### src/rtl/rv32i_pkg.sv
// Shared RV32I definitions for the memory arbiter.
// Holds the arbiter state enum, the load/store width codes (funct3),
// the packed memory request payload and the misalignment helper.
package rv32i_pkg;

  typedef enum logic [1:0] {
    IDLE  = 2'd0,
    FETCH = 2'd1,
    DATA  = 2'd2
  } arb_state_e;

  // Load widths
  localparam logic [2:0] F3_LB  = 3'd0;
  localparam logic [2:0] F3_LH  = 3'd1;
  localparam logic [2:0] F3_LW  = 3'd2;
  localparam logic [2:0] F3_LBU = 3'd4;
  localparam logic [2:0] F3_LHU = 3'd5;
  // Store widths
  localparam logic [2:0] F3_SB  = 3'd0;
  localparam logic [2:0] F3_SH  = 3'd1;
  localparam logic [2:0] F3_SW  = 3'd2;

  localparam int unsigned XLEN = 32;

  // Payload presented to memory for one access
  typedef struct packed {
    logic            write;
    logic [2:0]      func3;
    logic [XLEN-1:0] addr;
    logic [XLEN-1:0] wdata;
  } mem_req_t;

  // Halfwords need bit 0 clear, words need bits 1:0 clear; bytes never fault.
  function automatic logic misaligned(input logic [2:0] func3, input logic [1:0] addr_lsb);
    return ((func3[1:0] == F3_LH[1:0]) && addr_lsb[0]) ||
           ((func3[1:0] == F3_LW[1:0]) && (addr_lsb != 2'b00));
  endfunction

endpackage

### src/rtl/mem_arbiter.sv
// Two-port memory arbiter: instruction fetch and data access share one
// single-outstanding memory port.
// Ports:
//   clock, reset            - clock, synchronous active-high reset
//   ifReq/ifAddress         - fetch request (held until ifReady)
//   ifReady/ifData          - fetch completion pulse and word
//   dReq/dWrite/dFunc3/dAddress/dDataOut - data request (held until dReady)
//   dReady/dDataIn/dError   - data completion pulse, load data, misalign flag
//   memValid/memWrite/memFunc3/memAddress/memDataOut - memory request
//   memDataIn/memAck        - memory response
// Configuration:
//   MEM_ARB_RR_EN defined   - round-robin between fetch and data on conflict
//   MEM_ARB_RR_EN undefined - data priority, fetch forced after MAX_WAIT data grants
module mem_arbiter
  import rv32i_pkg::*;
#(
  parameter int unsigned MAX_WAIT = 4
) (
  input  logic        clock,
  input  logic        reset,
  input  logic        ifReq,
  input  logic [31:0] ifAddress,
  output logic        ifReady,
  output logic [31:0] ifData,
  input  logic        dReq,
  input  logic        dWrite,
  input  logic [2:0]  dFunc3,
  input  logic [31:0] dAddress,
  input  logic [31:0] dDataOut,
  output logic        dReady,
  output logic [31:0] dDataIn,
  output logic        dError,
  output logic        memValid,
  output logic        memWrite,
  output logic [2:0]  memFunc3,
  output logic [31:0] memAddress,
  output logic [31:0] memDataOut,
  input  logic [31:0] memDataIn,
  input  logic        memAck
);

  arb_state_e  state_q, state_d;
  mem_req_t    mem_q, mem_d;
  logic        mem_valid_q, mem_valid_d;
  logic        if_ready_q, if_ready_d;
  logic [31:0] if_data_q, if_data_d;
  logic        d_ready_q, d_ready_d;
  logic [31:0] d_data_q, d_data_d;
  logic        d_error_q, d_error_d;

  // High when, in IDLE, data is the requester that wins this cycle
  logic        pick_data;
  logic        any_req;

  // Fetches are always word aligned, so the low address bits are dropped
  logic        unused_if_lsbs;
  assign unused_if_lsbs = ^ifAddress[1:0];

  assign any_req = ifReq | dReq;

`ifdef MEM_ARB_RR_EN
  localparam int unsigned UNUSED_MAX_WAIT = MAX_WAIT;

  // Remembers whether the last grant went to data; reset favours data next
  logic last_data_q, last_data_d;

  assign pick_data = dReq & ~(ifReq & last_data_q);

  always_comb begin
    last_data_d = last_data_q;
    if ((state_q == IDLE) && any_req) last_data_d = pick_data;
  end

  always_ff @(posedge clock) begin
    if (reset) last_data_q <= 1'b0;
    else       last_data_q <= last_data_d;
  end
`else
  localparam int unsigned WAIT_W     = 4;
  localparam logic [WAIT_W-1:0] WAIT_LIMIT = WAIT_W'(MAX_WAIT);

  // Consecutive data grants taken while a fetch was waiting
  logic [WAIT_W-1:0] wait_q, wait_d;

  assign pick_data = dReq & ~(ifReq & (wait_q >= WAIT_LIMIT));

  always_comb begin
    wait_d = wait_q;
    if ((state_q == IDLE) && ifReq) begin
      if (!pick_data)                wait_d = '0;
      else if (wait_q < WAIT_LIMIT)  wait_d = wait_q + WAIT_W'(1);
    end
  end

  always_ff @(posedge clock) begin
    if (reset) wait_q <= '0;
    else       wait_q <= wait_d;
  end
`endif

  // Next-state and registered output logic
  always_comb begin
    state_d     = state_q;
    mem_d       = mem_q;
    mem_valid_d = mem_valid_q;
    if_ready_d  = 1'b0;
    if_data_d   = if_data_q;
    d_ready_d   = 1'b0;
    d_data_d    = d_data_q;
    d_error_d   = 1'b0;

    case (state_q)
      IDLE: begin
        if (pick_data) begin
          if (misaligned(dFunc3, dAddress[1:0])) begin
            // Rejected locally; memory never sees the access
            d_ready_d = 1'b1;
            d_error_d = 1'b1;
          end else begin
            mem_d       = '{write: dWrite, func3: dFunc3, addr: dAddress, wdata: dDataOut};
            mem_valid_d = 1'b1;
            state_d     = DATA;
          end
        end else if (ifReq) begin
          mem_d       = '{write: 1'b0, func3: F3_LW, addr: {ifAddress[31:2], 2'b00}, wdata: 32'h0};
          mem_valid_d = 1'b1;
          state_d     = FETCH;
        end
      end
      FETCH, DATA: begin
        if (memAck) begin
          mem_valid_d = 1'b0;
          state_d     = IDLE;
          // A requester that has gone away gets no pulse
          if (state_q == FETCH) begin
            if_ready_d = ifReq;
            if_data_d  = memDataIn;
          end else begin
            d_ready_d  = dReq;
            d_data_d   = memDataIn;
          end
        end
      end
      default: state_d = IDLE;
    endcase
  end

  // State and output registers
  always_ff @(posedge clock) begin
    if (reset) begin
      state_q     <= IDLE;
      mem_q       <= '0;
      mem_valid_q <= 1'b0;
      if_ready_q  <= 1'b0;
      if_data_q   <= '0;
      d_ready_q   <= 1'b0;
      d_data_q    <= '0;
      d_error_q   <= 1'b0;
    end else begin
      state_q     <= state_d;
      mem_q       <= mem_d;
      mem_valid_q <= mem_valid_d;
      if_ready_q  <= if_ready_d;
      if_data_q   <= if_data_d;
      d_ready_q   <= d_ready_d;
      d_data_q    <= d_data_d;
      d_error_q   <= d_error_d;
    end
  end

  assign ifReady    = if_ready_q;
  assign ifData     = if_data_q;
  assign dReady     = d_ready_q;
  assign dDataIn    = d_data_q;
  assign dError     = d_error_q;
  assign memValid   = mem_valid_q;
  assign memWrite   = mem_q.write;
  assign memFunc3   = mem_q.func3;
  assign memAddress = mem_q.addr;
  assign memDataOut = mem_q.wdata;

endmodule

### config.mk
export PLATFORM = sky130hd
export DESIGN_NAME = mem_arbiter
export DESIGN_NICKNAME = d
export VERILOG_FILES = /design/src/rtl/rv32i_pkg.sv /design/src/rtl/mem_arbiter.sv
export SDC_FILE = /design/constraint.sdc
export NUM_CORES = 1
export LEC_CHECK = 0
export ABC_AREA = 1
export BUFFER_PORTS_ARGS = -buffer_cell sky130_fd_sc_hd__buf_2
export CORE_AREA = 2 2 132 121
export CTS_CLUSTER_DIAMETER = 50
export DETAILED_ROUTE_END_ITERATION = 12
export DIE_AREA = 0 0 134 123
export GPL_TIMING_DRIVEN = 0
export PLACE_DENSITY = 0.79
export SLEW_MARGIN = 20
export SYNTH_ARGS = -nofsm -noshare
export SYNTH_HDL_FRONTEND = slang
export SYNTH_SLANG_ARGS = --single-unit
### constraint.sdc
create_clock -name clock -period 1.45 [get_ports clock]
set_input_delay 0.145 -clock clock [delete_from_list [all_inputs] [get_ports clock]]
set_output_delay 0.145 -clock clock [all_outputs]
set_load 0.005 [all_outputs]
==> flow_summary.yaml, run 1 <==
outcome:
  status: "complete, but fails checks"
  violations: "setup timing"
route:
  num_vias: 7302
  first_pass_iters: 7
  detail_route.vias_per_cell: 4.90
  ant_nets: 0
  routed_wl_mm: 24.0
  drtIter0Drc: 465
  avgRoutedWirePerCell_um: 16.1
  drt_drc_violations_left: 0
power_and_ir_drop:
  p_leak_uw: 0.00510
  p_per_area_nw_per_um2: 1330
  ir_worst_vdd_mv: 0.967
worst_setup_path:
  crit_path_end_kind: "register"
  cp_max_fo: 10
  crit_arrival_ns: 2.05
  worstPathRequired_ns: 1.74
  rrSetupSlack_ns: -0.31
  path_class: "register to register"
  start_kind: "register"
synth:
  syn_area_um2: 5950
  synth_top_area_cell: "dfxtp_1"
  synth_edf_count: 0
  async_reset_ff_frac: 0
  synth_cell_types: 19
  synth_seq_cells: 142
  avgSynthCellArea_um2: 6.71
  synth_common_cells: "277 x nand2_1, 171 x nor2_1, 142 x dfxtp_1"
  synth_flop_cell: "dfxtp_1"
  synth.most_common_cell: "nand2_1"
  synth.top_cell.area_share: 0.478
  syn-num-nets: 1027
  yosysWarnings: 0
  synth_area_leaders: "dfxtp_1 48%, nand2_1 17%, nor2_1 11%"
  synthCells: 886
  ys_seq_area_frac: 0.478
timing:
  slew_headroom: 0.542
  hold_ws_ns: 0.0214
  skew_ns: 0.0113
  drv_slew: 0
  fmax_ghz: 0.568
  hold_violations: 0
  setup_viol: 100
  setup_tns_ns: -5.35
  rsz0062_at_grt: "true"
  worst_slack_ns: -0.309
  tightest_slew_ns: 0.687
  layout_worst_path_cycle_share: 1.21
  fin_crit_ns: 1.76
global_routing:
  track_usage: 0.245
  grt_util_met3: 0.0771
  grt_max_degree: 17
  grt_pass1_wl_mm: 32.1
  antenna_found_initial: 2
  use_met1: 0.278
  busiest_layer: "met2"
  met2_usage: 0.432
  overflow: 0
  first_global_vias: 6653
clock_tree:
  path_clk_slew_ns: 0.07
  clockBufferDepth: 2
  htree_levels: 4
  tritoncts: "built"
  cts_inserted_buffers: 17
  clk_latency_ns: 0.42
  cts_root_buf: "clkbuf_16"
  clock-sinks: 142
floorplan:
  chipHeight_um: 123
  core_um2: 15100
  io-pin-count: 273
  start_util: 0.394
  die-width_um: 134
  rows: 43
  dieArea_um2: 16500
final_layout:
  drive_above_1_share: 0.389
  area_growth_pct: 69.9
  nNetsFinal: 1412
placed_design:
  hpwlAfterDp_mm: 13.6
  port_buffers: 270
  place.gp.congestion: 0.854
worst_hold_path:
  hold_path_class: "input pin to register"
run:
  drv_cap: 0
==> path summary, 6_finish.rpt <==
kind | start | endpoint | depth (start not counted)
setup / recovery | wait_q[2] | memDataOut[26] | 8
setup reg to reg | wait_q[2] | memDataOut[26] | 8
hold / removal | memDataIn[12] | dDataIn[12] | 3
hold reg to reg | wait_q[3] | wait_q[3] | 2
==> where the power goes <==
part	total (uW)	internal, uW	switching, uW
clock	4460	2680	1780
sequential	4750	4450	299
combinational	4230	1910	2320
==> per-layer routing <==
metal  part of all wire  vias up
met4              0.043        0
met1               0.37     3349
li1                   -     3482
met5                  0        -
met3              0.087       86
met2               0.50      385
==> registers in the layout (all words and copies together) (netlist names) <==
register	cells
dError	1
wait_q	4
ifReady	1
ifData	32
memDataOut	32
memFunc3	3
dReady	1
dDataIn	32
state_q	2
memValid	1
memAddress	32
memWrite	1
==> kinds of logic (layout without fill, tap and decap cells) <==
kind of cell,after synthesis,count (layout),synth area share
other cells,0,3,0
buf+inv,139,535,0.0991
simple gates,490,492,0.320
compound gates,110,110,0.0936
flops,142,142,0.478
xor+xnor,1,1,0.00147
fa+ha+maj,4,4,0.00841
==> placed cells by master, fill, tap and decap left out, types with 20 or more instances in the layout <==
cell,count
buf_2,273
a21oi_2,33
nand3_1,34
dlygate4sd3_1,65
nor2_1,136
a21oi_1,32
nand2_1,245
o21ai_0,32
clkbuf_16,27
nor2_2,23
nand2_2,20
inv_1,80
dfxtp_1,139
==> layout make-up <==
cell class | instances | area [um^2]
clock buffers | 20 | 467
well taps | 202 | 253
diodes | 3 | 7.51
plain buffers | 54 | 517
clock inverters | 12 | 135
repair buffers | 365 | 2410
flip-flops and latches | 142 | 2850
multi-input cells | 607 | 3130
inverters | 84 | 337
fillers | 1202 | 5010
==> stage by stage <==
step	utilization	std cells	total power, uW	instance area (um^2)	setup slack [ns]
floorplan	-	886	6450	5960	-0.00686
global placement	0.500	1358	7590	7560	-0.395
detailed placement	0.500	1358	7650	7560	-0.427
CTS	0.610	1466	12600	9230	-0.0525
global route	0.669	1488	14100	10100	-0.426
finish	0.669	1489	13400	10100	-0.309
==> repair_timing <==
action	CTS	global route
pin swaps	9	19
cloned	2	12
setup endpoints to repair	139	135
hold endpoints to repair	67	0
resized for setup	99	161
setup buffers	10	9
hold buffers	65	0
==> critical path, stage by stage, from the launching register on <==
cell and delay (ns):
dfxtp_2 0.33, nor2_2 0.11, nor2_2 0.05, nor2_4 0.15, buf_4 0.15, buf_4 0.13
clkbuf_4 0.31, a21oi_4 0.11, nor2_1 0.30
No activity file was read; power rests on OpenSTA's default activity.
==> inputs of run 2 (changes only) <==
--- a/config.mk
+++ b/config.mk
@@ -7,10 +7,10 @@
 export LEC_CHECK = 0
 export ABC_AREA = 1
 export BUFFER_PORTS_ARGS = -buffer_cell sky130_fd_sc_hd__buf_2
-export CORE_AREA = 2 2 132 121
+export CORE_AREA = 2 2 149 108
 export CTS_CLUSTER_DIAMETER = 50
 export DETAILED_ROUTE_END_ITERATION = 12
-export DIE_AREA = 0 0 134 123
+export DIE_AREA = 0 0 151 110
 export GPL_TIMING_DRIVEN = 0
 export PLACE_DENSITY = 0.79
 export SLEW_MARGIN = 20
==> flow_summary.yaml, run 2 (same netlist as run 1, synthesis figures left out) <==
route:
  first_pass_iters: 6
  avgRoutedWirePerCell_um: 16.5
  routed_wl_mm: 24.6
  num_vias: 7369
  detail_route.vias_per_cell: 4.94
  drt_drc_violations_left: 0
  ant_nets: 0
  drtIter0Drc: 744
timing:
  setup_tns_ns: -8.93
  setup_viol: 132
  worst_slack_ns: -0.179
  hold_violations: 0
  layout_worst_path_cycle_share: 1.12
  drv_slew: 0
  hold_ws_ns: 0.00577
  rsz0062_at_grt: "true"
  tightest_slew_ns: 0.695
  skew_ns: 0.0113
  fin_crit_ns: 1.63
  fmax_ghz: 0.614
  slew_headroom: 0.537
floorplan:
  start_util: 0.393
  chipHeight_um: 110
  rows: 38
  die-width_um: 151
  core_um2: 15100
  io-pin-count: 273
  dieArea_um2: 16600
power_and_ir_drop:
  p_per_area_nw_per_um2: 1300
  ir_worst_vdd_mv: 0.753
  p_leak_uw: 0.00509
clock_tree:
  tritoncts: "built"
  clockBufferDepth: 2
  cts_inserted_buffers: 17
  clock-sinks: 142
  path_clk_slew_ns: 0.06
  cts_root_buf: "clkbuf_16"
  htree_levels: 4
  clk_latency_ns: 0.42
final_layout:
  finish.utilization: 0.685
  mostFrequentLayoutCell: "buf_2"
  drive_above_1_share: 0.413
  area_growth_pct: 74.1
  nNetsFinal: 1417
  num-fill-cells: 1144
  mostFrequentLayoutCells: "272 x buf_2, 243 x nand2_1, 139 x dfxtp_1, 110 x nor2_1, 79 x inv_1"
global_routing:
  busiest_layer: "met2"
  grt_util_met3: 0.0638
  track_usage: 0.257
  met2_usage: 0.428
  antenna_found_initial: 2
  use_met1: 0.308
  overflow: 0
  grt_pass1_wl_mm: 33.4
  grt_max_degree: 17
  first_global_vias: 6920
worst_setup_path:
  cpMaxStageDelayCell: "dfxtp_2"
  worstPathRequired_ns: 1.76
  crit_path_end_kind: "register"
  path_class: "register to register"
  path_cells: "inv_4, ha_4, nand2_4, buf_12, clkinv_8, nand2_8, clkbuf_16, nand2_1, a21oi_1"
  start_kind: "register"
  crit_start: "state_q[1]"
  r2r-start: "state_q[1]"
  cp_max_fo: 9
  cpPeakStageDelay_ns: 0.35
  reg2reg_depth: 9
  crit_arrival_ns: 1.94
  rrSetupSlack_ns: -0.18
  regToRegEndpoint: "ifData[2]"
  cp-endpoint: "ifData[2]"
placed_design:
  hpwlAfterDp_mm: 13.6
  port_buffers: 270
  pre_cts_ws_ns: -0.373
  place.gp.congestion: 0.820
outcome:
  status: "complete, but fails checks"
  violations: "setup timing"
worst_hold_path:
  hold_path_class: "input pin to register"
run:
  drv_cap: 0
-- run 2: area by class of cell --
cell class              instances  area, um^2  area share
flip-flops and latches        142        2850       0.275
clock inverters                13         118      0.0114
repair buffers                374        2540       0.245
inverters                      84         353      0.0341
well taps                     200         250      0.0242
clock buffers                  19         433      0.0418
multi-input cells             605        3260       0.315
plain buffers                  52         546      0.0527
diodes                          2        5.00    0.000483
-- run 2: timing repair --
action                                 4_1_cts  5_1_grt
cloned                                       4        8
resized for setup                          156      197
hold buffers                                67        0
buffers inserted                            14       12
endpoints found under the hold margin       69        0
pin swaps                                   16       54
setup endpoints to repair                  139      137
-- run 2: power breakdown --
part	switching, uW	internal [uW]	total, uW
Sequential	304	4460	4760
Combinational	2460	2100	4560
Clock	1750	2360	4120
Total	4520	8920	13400
-- run 2: worst min path at each step --
stage / slack [ns] / start / end / depth (start not counted)
floorplan: 0.28 / memDataIn[0] / dDataIn[0] / 2
global placement: 0.37 / dDataOut[30] / memDataOut[30] / 3
detailed placement: 0.38 / dDataOut[14] / memDataOut[14] / 3
CTS: 0.009 / memDataIn[23] / dDataIn[23] / 3
global route: 0.003 / memDataIn[23] / dDataIn[23] / 3
finish: 0.006 / memDataIn[23] / dDataIn[23] / 3
-- run 2: per-stage QoR --
stage	instance area (um^2)	total power (uW)	instances
final	10400	13400	1491
after CTS	9480	12500	1471
after floorplan	5960	6450	886
after detailed placement	7560	7660	1356
after global routing	10400	14100	1491
after global placement	7560	7600	1356
-- run 2: worst max-delay path, delay by kind of cell, from the launching register on --
family / cells / cell delay, ns
buffers and inverters: 4 / 0.40
DFF: 1 / 0.35
and+or+nand+nor: 3 / 0.28
adders and majority gates: 1 / 0.25
AOI/OAI and AO/OA: 1 / 0.22
-- run 2: per-layer routing --
metal,part of all wire,vias to the layer above
met5,0,-
met4,0.047,0
met3,0.076,113
met2,0.48,406
met1,0.39,3352
li1,-,3498
